===== src/rtl/bus_rr_sched.sv =====
// bus_rr_sched: round-robin scheduler sharing one packet bus between drvrs source FIFOs.
// A granted source is popped, its destination ID decoded from the top byte, and the
// packet is pushed to the destination FIFO (or every FIFO for broadcast) once all
// targeted FIFOs have room.
// Build option: define BUS_RR_SCHED_BCAST_SELF_EN to include the source in its own broadcast.

module bus_rr_sched #(
    parameter int         drvrs     = 4,
    parameter int         pckg_sz   = 16,
    parameter logic [7:0] broadcast = 8'hFF
) (
    input  logic                     clk,
    input  logic                     reset,
    input  logic [drvrs-1:0]         pndng,
    input  logic [drvrs*pckg_sz-1:0] D_pop,
    output logic [drvrs-1:0]         pop,
    input  logic [drvrs-1:0]         full,
    output logic [drvrs-1:0]         push,
    output logic [pckg_sz-1:0]       D_push,
    output logic [3:0]               grant_id,
    output logic                     busy,
    output logic [15:0]              drop_cnt
);

    localparam int         IW       = (drvrs > 1) ? $clog2(drvrs) : 1;
    localparam logic [7:0] DRVRS_ID = 8'(drvrs);
    localparam logic [3:0] LAST_ID  = 4'(drvrs - 1);

    typedef enum logic [1:0] {
        IDLE,
        POP,
        DELIVER
    } state_t;

    state_t             state;
    state_t             state_nx;
    logic [pckg_sz-1:0] pkt;
    logic [pckg_sz-1:0] pkt_nx;
    logic [drvrs-1:0]   targets;
    logic [drvrs-1:0]   targets_nx;
    logic [drvrs-1:0]   pop_nx;
    logic [drvrs-1:0]   push_nx;
    logic [pckg_sz-1:0] d_push_nx;
    logic [3:0]         grant_nx;
    logic               busy_nx;
    logic [15:0]        drop_nx;
    logic [pckg_sz-1:0] head [drvrs];
    logic [IW-1:0]      cand;
    logic [IW-1:0]      g_sel;
    logic               found;
    logic [7:0]         id;
    logic [drvrs-1:0]   self_mask;

    // Split the flattened head-packet bus into one word per source.
    for (genvar i = 0; i < drvrs; i++) begin : g_head
        assign head[i] = D_pop[i*pckg_sz +: pckg_sz];
    end

    // Next-state and next-output logic; every registered output is computed here.
    always_comb begin
        state_nx   = state;
        pop_nx     = '0;
        push_nx    = '0;
        d_push_nx  = D_push;
        grant_nx   = grant_id;
        drop_nx    = drop_cnt;
        pkt_nx     = pkt;
        targets_nx = targets;
        found      = 1'b0;
        cand       = '0;
        g_sel      = '0;
        id         = pkt[pckg_sz-1 -: 8];
        self_mask  = '0;

        case (state)
            IDLE: begin
                for (int k = 1; k <= drvrs; k++) begin
                    cand = IW'((int'(grant_id) + k) % drvrs);
                    if (!found && pndng[cand]) begin
                        found = 1'b1;
                        g_sel = cand;
                    end
                end
                if (found) begin
                    pop_nx[g_sel] = 1'b1;
                    grant_nx      = 4'(g_sel);
                    pkt_nx        = head[g_sel];
                    state_nx      = POP;
                end
            end

            POP: begin
                if (id == broadcast) begin
`ifdef BUS_RR_SCHED_BCAST_SELF_EN
                    self_mask = '0;
`else
                    self_mask[grant_id[IW-1:0]] = 1'b1;
`endif
                    targets_nx = ~self_mask;
                    state_nx   = DELIVER;
                end else if (id < DRVRS_ID) begin
                    targets_nx               = '0;
                    targets_nx[id[IW-1:0]]   = 1'b1;
                    state_nx                 = DELIVER;
                end else begin
                    if (drop_cnt != 16'hFFFF) begin
                        drop_nx = drop_cnt + 16'd1;
                    end
                    state_nx = IDLE;
                end
            end

            DELIVER: begin
                if ((targets & full) == '0) begin
                    push_nx   = targets;
                    d_push_nx = pkt;
                    state_nx  = IDLE;
                end
            end

            default: state_nx = IDLE;
        endcase

        busy_nx = (state_nx != IDLE);
    end

    // State and registered-output flops, cleared asynchronously.
    always_ff @(posedge clk or posedge reset) begin
        if (reset) begin
            state    <= IDLE;
            pop      <= '0;
            push     <= '0;
            D_push   <= '0;
            grant_id <= LAST_ID;
            busy     <= 1'b0;
            drop_cnt <= '0;
            pkt      <= '0;
            targets  <= '0;
        end else begin
            state    <= state_nx;
            pop      <= pop_nx;
            push     <= push_nx;
            D_push   <= d_push_nx;
            grant_id <= grant_nx;
            busy     <= busy_nx;
            drop_cnt <= drop_nx;
            pkt      <= pkt_nx;
            targets  <= targets_nx;
        end
    end

endmodule


===== config.mk =====
export PLATFORM = sky130hd
export DESIGN_NAME = bus_rr_sched
export DESIGN_NICKNAME = d
export VERILOG_FILES = /design/src/rtl/bus_rr_sched.sv
export SDC_FILE = /design/constraint.sdc
export NUM_CORES = 1
export LEC_CHECK = 0
export CAP_MARGIN = 20
export CORE_MARGIN = 5
export CORE_UTILIZATION = 41
export CTS_CLUSTER_DIAMETER = 30
export DETAILED_ROUTE_END_ITERATION = 16
export GPL_TIMING_DRIVEN = 0
export HOLD_SLACK_MARGIN = 0.03
export PLACE_DENSITY = 0.77
export SLEW_MARGIN = 15
export SYNTH_ARGS = -nofsm -noshare
export SYNTH_HDL_FRONTEND = slang
export SYNTH_SLANG_ARGS = --single-unit

===== constraint.sdc =====
create_clock -name clk -period 2.8 [get_ports clk]
set_input_delay 0.42 -clock clk [delete_from_list [all_inputs] [get_ports clk]]
set_output_delay 0.42 -clock clk [all_outputs]
set_load 0.01 [all_outputs]

# == After elaboration in Yosys (flattened, before gate mapping) ==
# Index checks and enable logic that the tools add are counted.
# totals
ff_bits,65
input_bits,74
out_inout_bits,45
word_cells,93
# op_classes
n_addsub,5
n_lt_le_gt_ge,12
n_eq_ne,4
muxes,41
n_bitwise,5
n_reduce_logical,17
# op_table
cell,count
$bmux 16 s2,1
$mux 16,2
$mux 4,6
$lt 2x3->1 const B,7
$mux 2,9
$add 16x1->16 const B,1
$ne 16x16->1 const B,1
$mux 1,15
$bmux 1 s2,4
$eq 8x8->1 const B,1
$lt 8x3->1 const B,1
$demux 1 s2,3
$ge 2x1->1 const B,3
$logic_and 1x1->1,6
$pmux 2 s3,1
$reduce_and 2->1,3
$add 2x1->2 const B,2
$add 2x2->2 const B,2
$and 4x4->4,1
$logic_not 4->1,1
$not 4->4,1
$reduce_and 4->1,1
$reduce_bool 2->1,2
$ge 3x3->1 const B,1
other kinds (6),9

# == Logic depth before layout (Yosys ltp) ==
# Gate-level depths: netlist of run 1.
# logic_depth
ltp_word,23
ltp_mapped,12
depth_no_buf,8

# == Least setup slack after synthesis of run 1 ==
# Ideal clock, no wire load.
# synth_path
path_type,reg-to-reg
start,reg grant_id[0]
end,reg pkt[0]
setup_ps,87
arrival_ps,2705
required_ps,2713
slack_ps,8
stages_incl_launch_ff,11
n_path_buf,3
period_less_slack_ps,2792
cell_sequence,dfstp_2 -> buf_6 -> inv_2 -> ha_1 -> buf_2 -> mux2i_1 -> o311a_1 -> buf_1 -> a21oi_4 -> mux2_2 -> a211oi_2
# synth_between
elab_chain_cells,21
word_cells_on_any_way,36
classes_between,add/sub (4); mux (24); bitwise (1); reduce/logical (7)
# synth_lines
element,line_no,rtl
from (decl),20,"output logic [3:0] grant_id,"
from (signal assigned),144,grant_id <= grant_nx;
$add 2x1->2,78,cand = IW'((int'(grant_id) + k) % drvrs);
$bmux 1 s2,79,if (!found && pndng[cand]) begin
$mux 1 (not written as such),79,
$mux 1,79,
$mux 1,75,case (state)
$logic_not 1->1,79,
$logic_and 1x1->1,79,
$mux 1,79,
[4 not listed],n/a,
$mux 1,75,
$logic_not 1->1,79,
$logic_and 1x1->1,79,
$mux 2,79,
$mux 2,75,
$not 2->3 (not written as such),87,pkt_nx = head[g_sel];
$bmux 16 s2,87,
$mux 16 (not written as such) (2 in a row),87,
to (signal assigned),147,pkt <= pkt_nx;
to (decl),37,logic [pckg_sz-1:0] pkt;
# Several ways; a longest one is shown, not always the timed one. The select of a mux whose other input is x is not followed.
# A chain may end at the register's enable or synchronous reset.

# == Worst setup path in the final report of run 1 ==
# layout_path
start,reg grant_id[0]
end,reg pkt[11]
# The elaborated chain is that of the path after synthesis.

==> metrics, run 1 <==
Placeable Area 8220 µm²; final setup TNS 0 ns; drt pass-1 iters 7; post-synth cell types 54; Worst Path Max Fanout 10; crit path DAT 2.97 ns; layout cells sized above 1 19.1%; P&R area growth vs syn 48.5%; final setup vio count 0; Area contributors post-synth dfrtp_1 (45%), mux2_2 (8.1%), mux2i_1 (7.2%); Final HPWL DP 6860 µm; CTS Root Cell clkbuf_8; Req. time, crit path 3.06 ns; run status completed; via count 3003; asr flop ratio synth 100%; largest net degree at the start of global routing 41; LEAKAGE 0.00229 µW; Post-synth EDFFs 0; number of diodes 0; flops & latches, synth 65; Die Height 102 µm; I/O Buffers 116; minimum clock period 2.71 ns; Power Dens Cells 1030 nW/µm²; wire length of the first global-routing pass 14500 µm; htree depth 3; wire per inst 15.9 µm; final count of hold timing violations 0; Peak Freq 369 MHz; CP cell instances buf_8, inv_2, ha_1, buf_6, mux2i_1, o311a_2, a21oi_4, buf_12, mux2_2, o21ai_1; vias in the first global route 3057; DRT iter0 DRCs 65; CP Capture Type flop; clk slew on worst S/H paths 0.07 ns; most frequent cells in the layout clkdlybuf4s50_1 (116), dfrtp_1 (63), nand2_1 (29); DRT antenna net count 0; area leader, netlist dfrtp_1; global route overflow 0; CP max stage delay 0.54 ns; syn_area_per_cell 10.7 µm²; sequential share of the synthesized area 47.0%; final routed DRC violation total 0; Layout Nets 544; critical path launch point type flop; Most used DFF post-synth dfrtp_1; Max-Cap Viols 0; clk buf depth 2; post-synthesis cell count 323; Worst R2R Start grant_id[0]; Tightest Hold Check Type input port to async pin; initial core utilization 42.2%; GRT Total Usage 17.7%; Critical-path top delay cell dfstp_2; Slew Limit Headroom 59.5%; Crit Path Class flop to flop; post-synth top area share 45.5%; Die Wd 102 µm; commonest non-fill, non-tap cell in the layout clkdlybuf4s50_1; Worst IR Drop VDD 0.435 mV; Warnings, synthesis 0; final period utilization 96.9%; clk_lat worst skew 0.34 ns; Post-Route Utilization 62.7%; GPL Wtd Cong 0.781; die footprint 10400 µm²; Ports 119; Setup Skew 0.00812 ns; # rows 33; Post-Syn Area 3470 µm²; worst slew pin tran 0.608 ns; Routed WL 9140 µm; CTS sink count 65; CP startpoint grant_id[0]; TritonCTS Buffers 9; CTS tree built; Slew Viols, Final 0; initial antenna violation count 0; Vias/cell 5.22
[registers in the layout (all words and copies together) (netlist names), 2 cells and up]
register,count
state,2
pop,4
grant_id,2
targets,4
push,4
pkt,16
drop_cnt,16
D_push,16
[through the flow]
| step | setup WS [ns] | hold slack [ns] | std cells | instance area (µm²) | total power, µW |
|---|---|---|---|---|---|
| after CTS | 0.0101 | 0.406 | 569 | 5060 | 5160 |
| after floorplan | 0.00802 | 0.448 | 324 | 3470 | 3250 |
| final | 0.0865 | 0.405 | 575 | 5150 | 5280 |
| after detailed placement | -0.389 | 0.476 | 546 | 4790 | 4180 |
| after global placement | -0.395 | 0.463 | 545 | 4760 | 4110 |
| after global routing | -0.0102 | 0.416 | 575 | 5150 | 5650 |
[metal layers]
layer	global-route usage (%)	wire length, µm	vias up
met5	0	0	-
met4	4.84	95	0
met3	4.57	621	8
li1	-	-	1430
met1	21.4	3830	1464
met2	31.2	4590	101
[final timing paths]
path / slack [ns] / cells past startpoint / to
setup / recovery: 0.09 / 10 / pkt[11]
hold / removal: 0.41 / 2 / drop_cnt[2]
setup reg to reg: 0.09 / 10 / pkt[11]
hold reg to reg: 0.48 / 2 / pkt[6]
max in group asynchronous: 1.82 / 3 / grant_id[0]
min in group clk: 0.48 / 2 / pkt[6]
[power by group]
group / switching, µW / internal, µW
combinational: 1390 / 1570
clock: 359 / 410
sequential: 252 / 1300
[cells by family after synthesis]
family          Yosys count  synth area share, %
buf+inv                  33                 4.91
flops                    65                 47.0
mux                      53                 16.9
other cells               1                0.108
compound gates           66                 13.9
simple gates             85                 11.5
fa+ha+maj                 5                 1.80
xor+xnor                 15                 3.79
[worst max-delay path: cells and delay by family, from the launching register on]
kind	cells	cell delay, ns
buffers and inverters	4	0.48
adder cells (fa/ha/maj)	1	0.30
AO/OA/AOI/OAI	3	0.84
flip-flops	1	0.54
multiplexers	2	0.46
[cell type report]
type	instances	area, µm²
Clock inverter	5	56.3
Tap cell	105	131
Inverter	16	62.6
Buffer	15	116
Multi-Input combinational cell	226	1700
Sequential cell	65	1630
Fill cell	696	3070
Clock buffer	11	131
Timing Repair Buffer	132	1320
[synth_stat cells (4+ instances only)]
cell type,n
mux2_2,25
ha_1,5
nand3_1,7
a21oi_1,11
dfrtp_1,63
o21ai_1,10
clkbuf_1,6
inv_1,14
nand2_1,30
nor2_1,22
nand4_1,5
xnor2_1,14
a211oi_1,18
buf_6,4
and3_1,4
mux2i_1,25
buf_4,4
[repair_timing]
action,4_1_cts,5_1_grt
pin swaps,3,4
hold buffers,0,0
hold endpoints to repair,0,0
setup buffers,8,7
setup endpoints to repair,21,16
resized for setup,2,9
Power figures use the tool's default switching activity.
==> run 2, diff against run 1 <==
Settings changed: CTS_CLUSTER_SIZE set to 10.
==> results of run 2 <==
The final DEF is identical to that of run 1; final timing and power are the same.
==> run 3, diff against run 2 <==
Settings changed: ABC_AREA set to 1, ABC_CLOCK_PERIOD_IN_PS set to 2800, CAP_MARGIN 20 to unset, CORE_UTILIZATION 41 to 42, PLACE_DENSITY 0.77 to 0.78.
==> metrics, run 3 <==
Final HPWL DP 7700 µm; global route overflow 0; Die Wd 104 µm; I/O Buffers 116; Worst Path Max Fanout 10; CTS resizes 0; LEAKAGE 0.00258 µW; Post-Synth XOR/XNOR Area 3.54%; wire per inst 12.6 µm; number of setup buffers added after CTS 0; syn_area_per_cell 7.32 µm²; Synth Area in Adders 1.69%; Post-Syn Area 3710 µm²; Slew Viols, Final 0; wire length of the first global-routing pass 16300 µm; post-synthesis cell count 506; final setup TNS 0 ns; final setup vio count 0; initial core utilization 42.7%; DRT antenna net count 0; CTS tree built; CP Capture Type flop; GPL Wtd Cong 0.899; final period utilization 90.8%; CTS hold repair buffers 0; P&R area growth vs syn 40.2%; crit-path leading delay family simple AND/OR/NAND/NOR gates; Vias/cell 4.74; largest family of logic cells by synthesized area simple AND/OR/NAND/NOR gates; vias in the first global route 3634; CP max stage delay 0.57 ns; post-synth top area share 42.5%; Peak Freq 393 MHz; htree depth 3; number of diodes 0; CTS Root Cell clkbuf_8; Tightest Hold Check Type flop to flop; GR peak layer met2; unrepaired setup endpoints after global routing no; most frequent cells after synthesis nand2_1 (227), dfrtp_1 (63), nand3_1 (44); Routed WL 9430 µm; area leader, netlist dfrtp_1; Worst Path Buf+Inv 4; largest net degree at the start of global routing 66; mux contribution to synthesized area 0%; crit path DAT 2.82 ns; run status completed; critical path launch point type flop; most frequent cells in the layout nand2_1 (227), clkdlybuf4s50_1 (116), dfrtp_1 (63); Fillers 783; flops & latches, synth 65; Post-synth EDFFs 0; post-synth cell types 36; GR Util met1 21.5%; clk_lat worst skew 0.34 ns; sequential share of the synthesized area 44.0%; Req. time, crit path 3.08 ns; Critical-path top delay cell dfstp_2; clk buf depth 2; # rows 34; CTS sink count 65; Area contributors post-synth dfrtp_1 (43%), nand2_1 (23%), nand3_1 (5.9%); most frequent CP cell nand2_1; grt met3 use 5.96%; Max-Cap Viols 0; Ports 119; minimum clock period 2.54 ns; Power Dens Cells 1230 nW/µm²; area fraction in compound gates after synthesis 5.30%; total power 6420 µW; FF+latch area 1630 µm²; area of the multi-input gates 1790 µm²; clk slew on worst S/H paths 0.06 ns; initial antenna violation count 0; most common cell in the netlist nand2_1; asr flop ratio synth 100%; drt pass-1 iters 7; Regs by FF count D_push x16, drop_cnt x16, pkt x16; die footprint 10800 µm²; final count of hold timing violations 0; Layout Nets 714; Setup Skew 0.00901 ns; simple-gate share of the synthesized area 37.5%; Placeable Area 8680 µm²; Die Height 104 µm; via count 3541; DRT iter0 DRCs 144; layout cells sized above 1 8.45%; met2 Track Usage GR 30.1%; CP cell instances buf_6, inv_8, ha_1, inv_1, nand3_1, nand2_2, nand4_4, nand2_1, nand2_2, nand2_4, buf_6, nand2_1, nand2_1, nand2_1, nand2_1, nand2_1, nand2_1; Most used DFF post-synth dfrtp_1; GRT Total Usage 17.8%; commonest non-fill, non-tap cell in the layout nand2_1; Worst IR Drop VDD 1.14 mV; Crit Path Class flop to flop; TritonCTS Buffers 9; Warnings, synthesis 0; final routed DRC violation total 0
## run 3: changes by cell type in the layout (fill, tap and decap cells not counted), sizes merged, moves of 8 or more
cell,previous run,this run
nand2,30,236
mux2,26,0
a21oi,14,5
inv,16,39
a211oi,19,0
mux2i,26,0
nand3,7,47
buf,26,18
## run 3: worst register-to-register path, delay by kind of cell (launching register included)
kind,cells,cell delay (ns)
adders and majority gates,1,0.34
DFF,1,0.57
and+or+nand+nor,12,1.11
buffers and inverters,4,0.47
## run 3: final cells by class
cell class / count / area share [%]
multi-input combinational: 382 / 34.4
sequential: 65 / 31.3
timing repair buffer: 117 / 22.9
inverter: 39 / 3.06
clock buffer: 11 / 2.72
buffer: 21 / 2.60
tap: 108 / 2.60
clock inverter: 4 / 0.385
## run 3: metal layers
layer | vias up | share of wire, %
li1 | 1853 | -
met1 | 1556 | 43
met2 | 121 | 48
met4 | 0 | 1.2
met3 | 11 | 7.8
met5 | - | 0
## run 3: per-stage QoR
step	cells	util (%)	setup slack, ns	hold slack [ns]	instance area [µm²]
final	747	59.9	0.256	0.484	5200
after global routing	747	59.9	0.0562	0.506	5200
after CTS	747	59.9	0.242	0.483	5200
after detailed placement	732	58.0	0.272	0.465	5040
after global placement	731	57.7	-0.264	0.466	5010
after floorplan	507	-	0.536	0.449	3710
## run 3: kinds of logic (layout without fill, tap and decap cells)
kind of cell	after synthesis	after routing
adder cells (fa/ha/maj)	5	5
other	1	2
AND/OR/NAND/NOR	325	325
buffers and inverters	60	192
flip-flops	65	65
AO/OA/AOI/OAI	35	35
XOR/XNOR	15	15
## run 3: path summary, 6_finish.rpt
kind / from / to / slack [ns] / cells after the start
worst max-delay path: grant_id[0] / pkt[8] / 0.26 / 17
worst min-delay path: pkt[5] / pkt[5] / 0.48 / 2
worst max register to register: grant_id[0] / pkt[8] / 0.26 / 17
worst min register to register: pkt[5] / pkt[5] / 0.48 / 2
max in group asynchronous: reset / grant_id[0] / 1.99 / 3
min in group asynchronous: reset / D_push[4] / 0.49 / 3
## run 3: report_power, final
| group | total, µW | switching [µW] | internal [µW] |
|---|---|---|---|
| Clock | 667 | 333 | 334 |
| Sequential | 1590 | 265 | 1330 |
| Combinational | 4160 | 2500 | 1660 |
